<file path="config.mk">
export PLATFORM = sky130hd
export DESIGN_NAME = diff_chain_stage
export DESIGN_NICKNAME = d
export VERILOG_FILES = /design/src/rtl/diff_chain_stage.sv
export SDC_FILE = /design/constraint.sdc
export NUM_CORES = 1
export LEC_CHECK = 0
export BUFFER_PORTS_ARGS = -buffer_cell sky130_fd_sc_hd__buf_2
export CELL_PAD_IN_SITES_DETAIL_PLACEMENT = 1
export CELL_PAD_IN_SITES_GLOBAL_PLACEMENT = 1
export CORE_MARGIN = 10
export CORE_UTILIZATION = 39
export CTS_CLUSTER_SIZE = 14
export DETAILED_ROUTE_END_ITERATION = 7
export PLACE_DENSITY = 0.81
export RECOVER_POWER = 25
export SETUP_SLACK_MARGIN = 0.1
export SLEW_MARGIN = 40
export SYNTH_ARGS = -nofsm -noshare
export SYNTH_HDL_FRONTEND = slang
export SYNTH_SLANG_ARGS = --single-unit
export TNS_END_PERCENT = 30
</file>
<file path="constraint.sdc">
create_clock -name clk -period 9.3 [get_ports clk]
set_clock_uncertainty 0.05 [all_clocks]
set_input_delay 1.86 -clock clk [delete_from_list [all_inputs] [get_ports clk]]
set_output_delay 1.86 -clock clk [all_outputs]
set_load 0.01 [all_outputs]
</file>
<file path="src/rtl/diff_chain_stage.sv">
// diff_chain_stage: chains per-lane backprop derivatives through one shared
// fixed-point multiplier. Lanes are processed one per cycle, first
// start*dense, then optionally acc*cost, with valid/ready on both sides.
module diff_chain_stage #(
   parameter int size            = 3,
   parameter int data_size       = 16,
   parameter int frac_bits       = 8,
   parameter int dense_type_size = 4
) (
   input  logic                            clk,
   input  logic                            reset,
   input  logic                            in_valid,
   output logic                            in_ready,
   input  logic [31:0]                     w_layer_index,
   input  logic [31:0]                     w_row_index,
   input  logic                            backprop_cost,
   input  logic [size*data_size-1:0]       diff_start,
   input  logic [size*data_size-1:0]       diff_dense,
   input  logic [size*data_size-1:0]       diff_cost,
   input  logic [dense_type_size-1:0]      dense_type,
   input  logic                            is_update,
   output logic                            out_valid,
   input  logic                            out_ready,
   output logic [31:0]                     w_layer_index_out,
   output logic [31:0]                     w_row_index_out,
   output logic                            backprop_cost_out,
   output logic                            is_update_out,
   output logic [dense_type_size-1:0]      dense_type_out,
   output logic [size*data_size-1:0]       diff_to_all_out
);

   localparam int CW = (size > 1) ? $clog2(size) : 1;
   localparam int PW = 2 * data_size;

   typedef enum logic [1:0] {IDLE, MUL_DENSE, MUL_COST, DONE} state_t;

   state_t                              r_state;
   state_t                              w_next;
   logic [CW-1:0]                       r_cnt;
   logic [size-1:0][data_size-1:0]      r_start;
   logic [size-1:0][data_size-1:0]      r_dense;
   logic [size-1:0][data_size-1:0]      r_cost;
   logic [size-1:0][data_size-1:0]      r_acc;

   logic                                w_accept;
   logic                                w_last;
   logic                                w_mul;
   logic signed [data_size-1:0]         w_op_a;
   logic signed [data_size-1:0]         w_op_b;
   logic signed [PW-1:0]                w_prod;
   logic signed [PW-1:0]                w_shift;
   logic [data_size-1:0]                w_sat;

   assign in_ready        = (r_state == IDLE);
   assign out_valid       = (r_state == DONE);
   assign w_accept        = in_valid && (r_state == IDLE);
   assign w_last          = (r_cnt == CW'(size - 1));
   assign w_mul           = (r_state == MUL_DENSE) || (r_state == MUL_COST);
   assign diff_to_all_out = r_acc;

   // State register
   always_ff @(posedge clk) begin
      if (reset) r_state <= IDLE;
      else       r_state <= w_next;
   end

   // Next-state: sweep dense lanes, then cost lanes if requested, then hold
   always_comb begin
      w_next = r_state;
      case (r_state)
         IDLE:      if (in_valid) w_next = MUL_DENSE;
         MUL_DENSE: if (w_last)   w_next = backprop_cost_out ? MUL_COST : DONE;
         MUL_COST:  if (w_last)   w_next = DONE;
         DONE:      if (out_ready) w_next = IDLE;
         default:   w_next = IDLE;
      endcase
   end

   // Lane counter: restarts on accept and at the end of each lane sweep
   always_ff @(posedge clk) begin
      if (reset) begin
         r_cnt <= '0;
      end else if (r_state == IDLE) begin
         r_cnt <= '0;
      end else if (w_mul) begin
         r_cnt <= w_last ? '0 : r_cnt + 1'b1;
      end
   end

   // Operand select for the shared multiplier; first pass uses start, second uses acc
   always_comb begin
      w_op_a = '0;
      w_op_b = '0;
      for (int k = 0; k < size; k++) begin
         if (r_cnt == CW'(k)) begin
            w_op_a = (r_state == MUL_COST) ? r_acc[k]  : r_start[k];
            w_op_b = (r_state == MUL_COST) ? r_cost[k] : r_dense[k];
         end
      end
   end

   // Full-width signed product, floor shift, clamp to the lane range
   always_comb begin
      w_prod  = w_op_a * w_op_b;
      w_shift = w_prod >>> frac_bits;
      if ((&w_shift[PW-1:data_size-1]) || ~(|w_shift[PW-1:data_size-1]))
         w_sat = w_shift[data_size-1:0];
      else if (w_shift[PW-1])
         w_sat = {1'b1, {(data_size-1){1'b0}}};
      else
         w_sat = {1'b0, {(data_size-1){1'b1}}};
   end

   // Capture the item on accept; write one accumulator lane per multiply cycle
   always_ff @(posedge clk) begin
      if (reset) begin
         r_start           <= '0;
         r_dense           <= '0;
         r_cost            <= '0;
         r_acc             <= '0;
         w_layer_index_out <= '0;
         w_row_index_out   <= '0;
         backprop_cost_out <= 1'b0;
         is_update_out     <= 1'b0;
         dense_type_out    <= '0;
      end else if (w_accept) begin
         r_start           <= diff_start;
         r_dense           <= diff_dense;
         r_cost            <= diff_cost;
         w_layer_index_out <= w_layer_index;
         w_row_index_out   <= w_row_index;
         backprop_cost_out <= backprop_cost;
         is_update_out     <= is_update;
         dense_type_out    <= dense_type;
      end else if (w_mul) begin
         for (int k = 0; k < size; k++) begin
            if (r_cnt == CW'(k)) r_acc[k] <= w_sat;
         end
      end
   end

endmodule

</file>
# Word-level counts from Yosys, hierarchy flattened
# Index checks and enable logic that the tools add are counted.
# totals
regBits,266
output_inout_bits,120
# classes
n_mul,1
bitwise,2
n_mux,21
n_reduce_logical,12
n_addsub,1
n_eq_ne,9
# op_table
operator,count
$mux 16,14
$mul 16x16->32,1
$mux 2,5
$reduce_and 3->1,3
$reduce_and 9->1,1
$reduce_or 9->1,1
$pmux 2 s4,1
$eq 2x2->1 const B,3
$ne 2x2->1 const B,3
$eq 2x1->1 const B,2
$logic_not 2->1,2
$reduce_and 4->1,1
$add 2x1->2 const B,1
$logic_or 1x1->1,2
$ne 2x1->1 const B,1
$not 1->1,2
$reduce_or 2->1,1
$logic_and 1x1->1,1
$mux 1,1

# Longest topological paths before layout
# Gate-level depths: netlist of the first run.
# logic_depth
word_depth,10
ltp_mapped,36
ltp_nobuf,28

# Worst setup path after synthesis of the first run
# Ideal clock, no wire load.
# synth_timing
path_type,register -> register
from,register r_state[0]
to,"register r_acc, in the netlist diff_to_all_out[12]"
synth_period_minus_slack_ps,8776
t_required_ps,9094
path_stages_with_launch,33
path_buffers,7
path_slack_ps,524
arrival_time_ps,8570
path_cell_list,dfxtp_1 inv_1 ha_1 buf_4 buf_6 buf_1 clkbuf_1 mux4_2 a21oi_1 clkbuf_1 nor2_1 fa_1 inv_1 fa_1 fa_1 inv_1 fa_1 fa_1 inv_1 fa_1 inv_1 ha_1 clkbuf_1 a21oi_1 o221ai_1 o221ai_1 o2111ai_1 a21o_1 a2111oi_1 o2111ai_1 o21ai_2 buf_6 a311oi_1
# synth_between
elab_chain_len,10
word_cells_on_any_way,26
cone_classes,mul (1); eq/ne (2); mux (14); bitwise (2); reduce/logical (7)
# synth_lines
item,line,source
"start, declared",37,state_t r_state;
"start signal, assigned",64,else r_state <= w_next;
$eq 2x2->1,"58, 96, 97",
"$mux 16, on equally long branches","96, 97",
$mux 16 (3 in series),95,if (r_cnt == CW'(k)) begin
$mul 16x16->32,104,w_prod = w_op_a * w_op_b;
$reduce_or 9->1,106,if ((&w_shift[PW-1:data_size-1]) || ~(|w_shift[PW-1:data_size-1]))
$not 1->1,106,
$logic_or 1x1->1,106,
$mux 16,106,
"end signal, assigned by index",137,if (r_cnt == CW'(k)) r_acc[k] <= w_sat;
"end, declared",43,logic [size-1:0][data_size-1:0] r_acc;
# Several ways; a longest one is shown, not always the timed one.
# A chain may end at the register's enable or synchronous reset.

# Worst setup path in the final report of the first run
# layout_timing
from,register r_state[0]
to,"register r_acc, in the netlist diff_to_all_out[0]"
# Same word-level chain as after synthesis.

==> reports/qor.log, run 1 <==
qor: run_status.outcome complete, but fails checks
qor: run_status.violations capacitance limit, slew limit
qor: sta.tns 0 ns
qor: clocking.cts_buffers 29
qor: min_path.timing.hold.worst_path_depth 2
qor: place.gpl.final_weighted_congestion 0.952
qor: synth.postSynthRegisterBits 266
qor: clocking.numClockSinks 266
qor: finish.most-common-layout-cells 596 x sky130_fd_sc_hd__nand2_1, 316 x sky130_fd_sc_hd__inv_1, 287 x sky130_fd_sc_hd__buf_2
qor: clocking.clock-root-buffer sky130_fd_sc_hd__clkbuf_16
qor: synth.post_synth_inst_count 2508
qor: finish.layout_commonest_cell sky130_fd_sc_hd__nand2_1
qor: synth.synth-adder-area-share 29.8%
qor: detailed_routing.detail_route.wl_per_cell 22.7 µm
qor: synth.ys_types 67
qor: power.powerDensity 295 nW/µm²
qor: finish.area_delta_synth_final 17.6%
qor: setup_path.worst-r2r-cell-count 28
qor: sta.slew_viol_final 203
qor: power.share_comb_of_total_power 63.2%
qor: setup_path.worstReg2RegEnd diff_to_all_out[0]
qor: setup_path.crit-reg2reg-launch r_state[0]
qor: clocking.clock_tree.htree_level_count 1
qor: synth.synth_top_family_by_area adder cells
qor: synth.synth_simple_gate_area_share 16.7%
qor: finish.fillers 6532
qor: synth.synthMuxAreaShare 5.17%
qor: place.port_buffers 337
qor: job.maxCapViolCount 2
qor: synth.number_of_enable_type_register_cells_in_the_synthesized_netlist 0
qor: sta.worst_slew_pin_slew 5.39 ns
qor: setup_path.worst_path_max_delay_cell sky130_fd_sc_hd__fa_1
qor: setup_path.critical_path_arrival 9.28 ns
qor: clocking.clk_latency 0.59 ns
qor: finish.finish.net_count 3379
qor: sta.maxSlewHeadroom -259%
qor: detailed_routing.num_vias 19220
qor: place.hpwlAfterDp 63900 µm
qor: min_path.hp-start r_cost[14]
qor: floorplan.die-width 252 µm
qor: synth.synth_compound_gate_area_share 13.3%
qor: clocking.cts_tree done
qor: setup_path.critPathRequiredTime 9.67 ns
qor: floorplan.placement_rows 84
qor: global_routing.maximum_number_of_pins_on_one_net_before_global_route_repair 120
qor: sta.setup_violations 0
qor: synth.synth_xor_area_share 1.17%
qor: min_path.timing.hold.worst.class reg2reg
qor: detailed_routing.final_antenna_net_count 0
qor: floorplan.io_pins 338
qor: min_path.whs_endpoint r_cost[14]
qor: sta.max_freq 112 MHz
qor: setup_path.critPathLaunchType flop
qor: sta.rsz0062_at_grt false
qor: sta.share_of_the_clock_period_used_by_the_worst_path_after_layout 95.7%
qor: sta.finalCriticalPeriod 8.90 ns
qor: floorplan.die_height 252 µm
qor: finish.drive_gt1_share 17.2%
qor: detailed_routing.drc 0
qor: setup_path.worstSetupPathType reg2reg
qor: setup_path.endpoint_kind flop
qor: setup_path.max_stage_delay 0.76 ns
qor: power.largest_voltage_drop_on_the_vdd_net 271 µV
qor: sta.postLayoutSetupSlackWorst 0.397 ns
qor: synth.yosysSeqAreaShare 25.4%
qor: floorplan.floorplan.die_area 63500 µm²
qor: detailed_routing.first_iter_violations 1260
qor: floorplan.placeableCoreArea 53000 µm²
qor: synth.synth.cell_area 21000 µm²
qor: global_routing.grt_antenna_before_repair 28
qor: setup_path.reg2reg_slack 0.40 ns
qor: global_routing.grt.overflow.total 0
qor: synth.postSynth.topFlopCell sky130_fd_sc_hd__dfxtp_1
qor: synth.syn_nets 3070
qor: power.internal_dissipation 3.61 mW
qor: synth.ys_async_sr_fraction 0%
qor: clocking.hold_buffers 0
qor: global_routing.grt_first_pass_wirelength 123000 µm
qor: finish.utilization 46.6%
qor: synth.yosysWarningCount 0
qor: setup_path.crit_path_start r_state[0]
qor: power.static-leakage-power 11.2 nW
qor: floorplan.initial_core_util 39.6%
qor: setup_path.critical-path-top-cell-by-count sky130_fd_sc_hd__fa_1
qor: setup_path.largest_fanout_of_any_net_on_the_critical_path 16
qor: detailed_routing.drt-vias-per-instance 5.43
qor: power.clock_power_share 16.3%
qor: power.p_sw_share 50.4%
qor: synth.synth.avg_cell_area 8.37 µm²
qor: sta.finalHoldViolations 0
qor: clocking.clockBufferDepth 3
qor: place.placement.setup.worst_slack 0.137 ns
qor: global_routing.first_global_vias 21366
qor: detailed_routing.wirelength 80200 µm
qor: power.p_sw 3.67 mW
qor: power.seqPwrFrac 20.5%
qor: global_routing.grt_util_all_layers 24.7%
qor: clocking.cts.clk_slew.worst_paths 0.07 ns
qor: detailed_routing.drt_pre_antenna_iters 5
metal layers:
metal  wire, µm  GRT usage, %  vias to the layer above
li1           -             -                     8644
met1      30600          28.2                     9591
met2      39900          43.8                      760
met3       6910          7.28                      197
met4       2600          7.70                       28
met5        164             0                        -
critical path, delay by kind of cell (launching register included):
kind	cells	cell delay, ns
AOI/OAI and AO/OA	8	2.10
adders and majority gates	8	4.06
buffers and inverters	7	1.05
DFF	1	0.36
muxes	1	0.20
and+or+nand+nor	4	0.88
registers in the layout, summed over array words and instances, names as in the netlist:
register,cells
r_dense,48
backprop_cost_out,1
r_state,2
is_update_out,1
w_layer_index_out,32
diff_to_all_out,48
w_row_index_out,32
r_cnt,2
r_cost,48
dense_type_out,4
r_start,48
cell families (layout without fill, tap and decap cells):
family | Yosys count | after routing
AO/OA/AOI/OAI | 457 | 457
XOR/XNOR | 28 | 28
adder cells (fa/ha/maj) | 344 | 344
buffers and inverters | 465 | 794
flip-flops | 266 | 266
multiplexers | 72 | 72
other | 0 | 13
AND/OR/NAND/NOR | 876 | 876
power groups by stage:
stage / clock network [mW] / registers (mW) / logic [mW]
after global placement: 0 / 1.50 / 4.20
after global routing: 1.25 / 1.51 / 5.00
after floorplan: 0 / 1.49 / 2.90
after CTS: 1.20 / 1.49 / 4.44
final: 1.19 / 1.49 / 4.61
after detailed placement: 0 / 1.51 / 4.41
worst max-delay path by stage:
stage	end	slack, ns	depth (start not counted)
after global routing	diff_to_all_out[28]	0.1	28
after CTS	diff_to_all_out[0]	0.14	30
after detailed placement	diff_to_all_out[0]	0.14	30
after global placement	diff_to_all_out[46]	0.50	25
final	diff_to_all_out[0]	0.40	28
after floorplan	diff_to_all_out[12]	0.52	32
synthesized netlist by cell type (all sizes together), types with 5 or more instances:
library cell  count  share of area (%)
a31oi             7               0.21
xnor2            23               0.96
o31ai             5               0.18
xor2              5               0.21
or2              10               0.30
mux4             29                3.1
a21o             24               0.86
nor2            185                3.3
nand4             6               0.18
nand2           597                 11
inv             316                5.7
o21a              8               0.29
o221ai           14               0.61
and2             12               0.36
a311oi           17               0.79
dfxtp           266                 25
clkbuf          120                2.1
nor3              9               0.21
a211oi            7               0.33
o2111ai           6               0.25
fa              261                 25
nand2b            7               0.21
o21ai            42                1.0
o211ai           25                1.0
and3              6               0.18
a21oi           277                6.6
buf              29               0.72
o21bai            5               0.18
ha               83                4.9
nand3            30               0.72
mux2i            42                2.0
cell type report:
cell class | count | area, µm² | area share [%]
antenna | 13 | 32.5 | 0.132
tap | 688 | 861 | 3.49
inverter | 316 | 1190 | 4.81
clock buffer | 34 | 774 | 3.14
sequential | 266 | 5330 | 21.6
multi-input combinational | 1777 | 13900 | 56.5
clock inverter | 17 | 186 | 0.756
timing repair buffer | 427 | 2360 | 9.57
through the flow:
step	power [mW]	hold slack, ns	area [µm²]	std cells
6_report	7.29	0.406	24700	3538
3_3_place_gp	5.70	0.387	23600	3467
2_1_floorplan	4.39	0.383	21000	2508
5_1_grt	7.76	0.419	24700	3533
3_5_place_dp	5.92	0.397	23600	3467
4_1_cts	7.13	0.405	24600	3518
what timing repair did:
| action | in CTS | in global routing |
|---|---|---|
| buffers inserted | 0 | 7 |
| resized for setup | 0 | 9 |
| endpoints found under the hold margin | 0 | 0 |
| endpoints found under the setup margin | 0 | 47 |
Note: power is estimated with default switching activity, not from simulation.
==> run 2, diff against run 1 <==
Settings changed: CELL_PAD_IN_SITES_GLOBAL_PLACEMENT 1 to 2, CORE_UTILIZATION 39 to 31, PLACE_DENSITY 0.81 to 0.8.
==> run 2 against run 1 <==
Against the previous run:
- the flow still finishes with violations (capacitance limit, slew limit)
- first-iteration DRC count shrank 23%
- register-to-register slack gained 0.11 ns
- die area increased by 24%
- critical path type unchanged
- largest power group unchanged
- highest routed layer unchanged
==> reports/qor.log, run 2 (synthesis results as in run 1) <==
qor: run_status.outcome complete, but fails checks
qor: run_status.violations capacitance limit, slew limit
qor: place.placement.setup.worst_slack 0.116 ns
qor: global_routing.met1_resource_use_gr 24.1%
qor: detailed_routing.wirelength 80600 µm
qor: clocking.clk_latency 0.58 ns
qor: finish.area_delta_synth_final 19.3%
qor: detailed_routing.drt-vias-per-instance 5.03
qor: place.postPlaceCellArea 23800 µm²
qor: setup_path.reg2reg_slack 0.51 ns
qor: global_routing.grt_busiest_layer met2
qor: clocking.cts_buffers 29
qor: global_routing.first_global_vias 20260
qor: place.numPlacedInstances 3643
qor: global_routing.met2_usage 34.7%
qor: setup_path.cp-endpoint diff_to_all_out[11]
qor: place.port_buffers 337
qor: sta.finalHoldViolations 0
qor: setup_path.critical_path_arrival 9.23 ns
qor: power.power 7.39 mW
qor: power.static-leakage-power 11.3 nW
qor: min_path.timing.hold.worst.class reg2reg
qor: clocking.numClockSinks 266
qor: setup_path.worstSetupPathType reg2reg
qor: finish.layout.cell_area.non_filler 25000 µm²
qor: finish.fillers 8064
qor: clocking.clock_tree.htree_level_count 1
qor: global_routing.grt_first_pass_wirelength 122000 µm
qor: finish.drive_gt1_share 17.6%
qor: setup_path.critPathRequiredTime 9.74 ns
qor: floorplan.floorplan.die_area 78500 µm²
qor: detailed_routing.drt_pre_antenna_iters 5
qor: setup_path.endpoint_kind flop
qor: global_routing.grtUsageMet3 6.01%
qor: detailed_routing.detail_route.wl_per_cell 21.6 µm
qor: power.powerDensity 295 nW/µm²
qor: place.gpl.final_weighted_congestion 0.897
qor: setup_path.crit_path_start r_state[0]
qor: clocking.cts.clk_slew.worst_paths 0.07 ns
qor: sta.setup_violations 0
qor: setup_path.worstReg2RegEnd diff_to_all_out[11]
qor: detailed_routing.final_antenna_net_count 0
qor: sta.max_freq 114 MHz
qor: detailed_routing.drc 0
qor: floorplan.placeableCoreArea 67200 µm²
qor: place.hpwlAfterDp 65600 µm
qor: global_routing.maximum_number_of_pins_on_one_net_before_global_route_repair 100
qor: sta.maxSlewHeadroom -199%
qor: floorplan.initial_core_util 31.2%
qor: floorplan.die-width 280 µm
qor: finish.layout_commonest_cell sky130_fd_sc_hd__nand2_1
qor: global_routing.grt_util_all_layers 20.2%
qor: setup_path.crit-reg2reg-launch r_state[0]
qor: job.maxCapViolCount 3
qor: finish.utilization 37.3%
qor: finish.finish.net_count 3378
qor: finish.stdcell_count 3727
qor: sta.hold_slack 0.403 ns
qor: power.largest_voltage_drop_on_the_vdd_net 246 µV
qor: clocking.hold_buffers 0
qor: floorplan.die_height 280 µm
qor: setup_path.largest_fanout_of_any_net_on_the_critical_path 15
qor: sta.postLayoutSetupSlackWorst 0.505 ns
qor: clocking.cts_tree done
qor: sta.share_of_the_clock_period_used_by_the_worst_path_after_layout 94.6%
qor: detailed_routing.num_vias 18740
qor: global_routing.grt.overflow.total 0
qor: setup_path.worst-r2r-cell-count 27
qor: sta.slew_viol_final 225
qor: detailed_routing.first_iter_violations 970
qor: clocking.clockBufferDepth 3
qor: sta.rsz0062_at_grt false
qor: setup_path.critPathLaunchType flop
qor: global_routing.grt_antenna_before_repair 38
qor: floorplan.io_pins 338
qor: clocking.clock-root-buffer sky130_fd_sc_hd__clkbuf_16
qor: finish.most-common-layout-cells 596 x sky130_fd_sc_hd__nand2_1, 316 x sky130_fd_sc_hd__inv_1, 299 x sky130_fd_sc_hd__buf_2
qor: floorplan.placement_rows 95
qor: sta.finalCriticalPeriod 8.79 ns
qor: sta.worst_slew_pin_slew 4.49 ns
qor: sta.tns 0 ns
run 2: cell count changes in the layout (fill, tap and decap cells not counted), sizes merged:
cell / previous run / this run
diode: 13 / 16
inv: 319 / 317
clkbuf: 86 / 88
clkinv: 11 / 1
buf: 375 / 386
run 2: worst min path at each step:
stage,startpoint,end,slack (ns),cells after the start
4_1_cts,w_row_index_out[14],w_row_index_out[14],0.40,2
6_report,r_cost[44],r_cost[44],0.40,2
3_5_place_dp,w_row_index_out[14],w_row_index_out[14],0.39,2
5_1_grt,r_cost[30],r_cost[30],0.42,2
2_1_floorplan,r_cost[16],r_cost[16],0.38,2
3_3_place_gp,w_row_index_out[23],w_row_index_out[23],0.39,2
run 2: layout make-up:
cell class / count / area [µm²] / area share (%)
timing repair buffer: 426 / 2390 / 9.54
tap: 873 / 1090 / 4.37
antenna: 16 / 40.0 / 0.160
sequential: 266 / 5330 / 21.3
multi-input combinational: 1777 / 14000 / 55.8
inverter: 316 / 1190 / 4.74
clock inverter: 5 / 115 / 0.460
clock buffer: 48 / 917 / 3.67
run 2: repair_timing:
item / in CTS / in global routing
setup buffers: 0 / 15
hold endpoints to repair: 0 / 0
gates resized for setup: 1 / 7
cloned: 0 / 0
pin swaps: 1 / 4
setup endpoints to repair: 1 / 45
run 2: critical path, cell delays in order, from the launching register on:
cell,delay [ns]
sky130_fd_sc_hd__dfxtp_1,0.34
sky130_fd_sc_hd__inv_1,0.15
sky130_fd_sc_hd__ha_4,0.33
sky130_fd_sc_hd__mux2i_1,0.37
sky130_fd_sc_hd__o22ai_1,0.27
sky130_fd_sc_hd__or2_2,0.46
sky130_fd_sc_hd__nand2_1,0.15
sky130_fd_sc_hd__inv_1,0.11
sky130_fd_sc_hd__fa_1,0.74
sky130_fd_sc_hd__fa_1,0.51
sky130_fd_sc_hd__fa_1,0.46
sky130_fd_sc_hd__fa_1,0.53
sky130_fd_sc_hd__fa_1,0.54
sky130_fd_sc_hd__inv_1,0.05
sky130_fd_sc_hd__fa_1,0.50
sky130_fd_sc_hd__inv_1,0.06
sky130_fd_sc_hd__ha_1,0.44
sky130_fd_sc_hd__and3_1,0.33
sky130_fd_sc_hd__and2_1,0.22
sky130_fd_sc_hd__nand2_1,0.10
sky130_fd_sc_hd__o41ai_4,0.41
sky130_fd_sc_hd__o211ai_1,0.20
sky130_fd_sc_hd__and3_1,0.23
sky130_fd_sc_hd__a311oi_4,0.31
sky130_fd_sc_hd__buf_12,0.17
sky130_fd_sc_hd__buf_4,0.17
sky130_fd_sc_hd__o211ai_2,0.19
sky130_fd_sc_hd__o221ai_1,0.30
run 2: metal layers:
layer,up-vias,routed length (µm)
li1,8654,-
met1,9429,32900
met2,475,39500
met3,140,5740
met4,42,2260
met5,-,283
run 2: power breakdown:
group / internal, mW / total [mW] / switching, mW / leakage, nW
Sequential: 1.35 / 1.50 / 0.155 / 2.18
Clock: 0.753 / 1.25 / 0.500 / 0.508
Combinational: 1.67 / 4.64 / 2.97 / 8.58
Total: 3.77 / 7.39 / 3.62 / 11.3
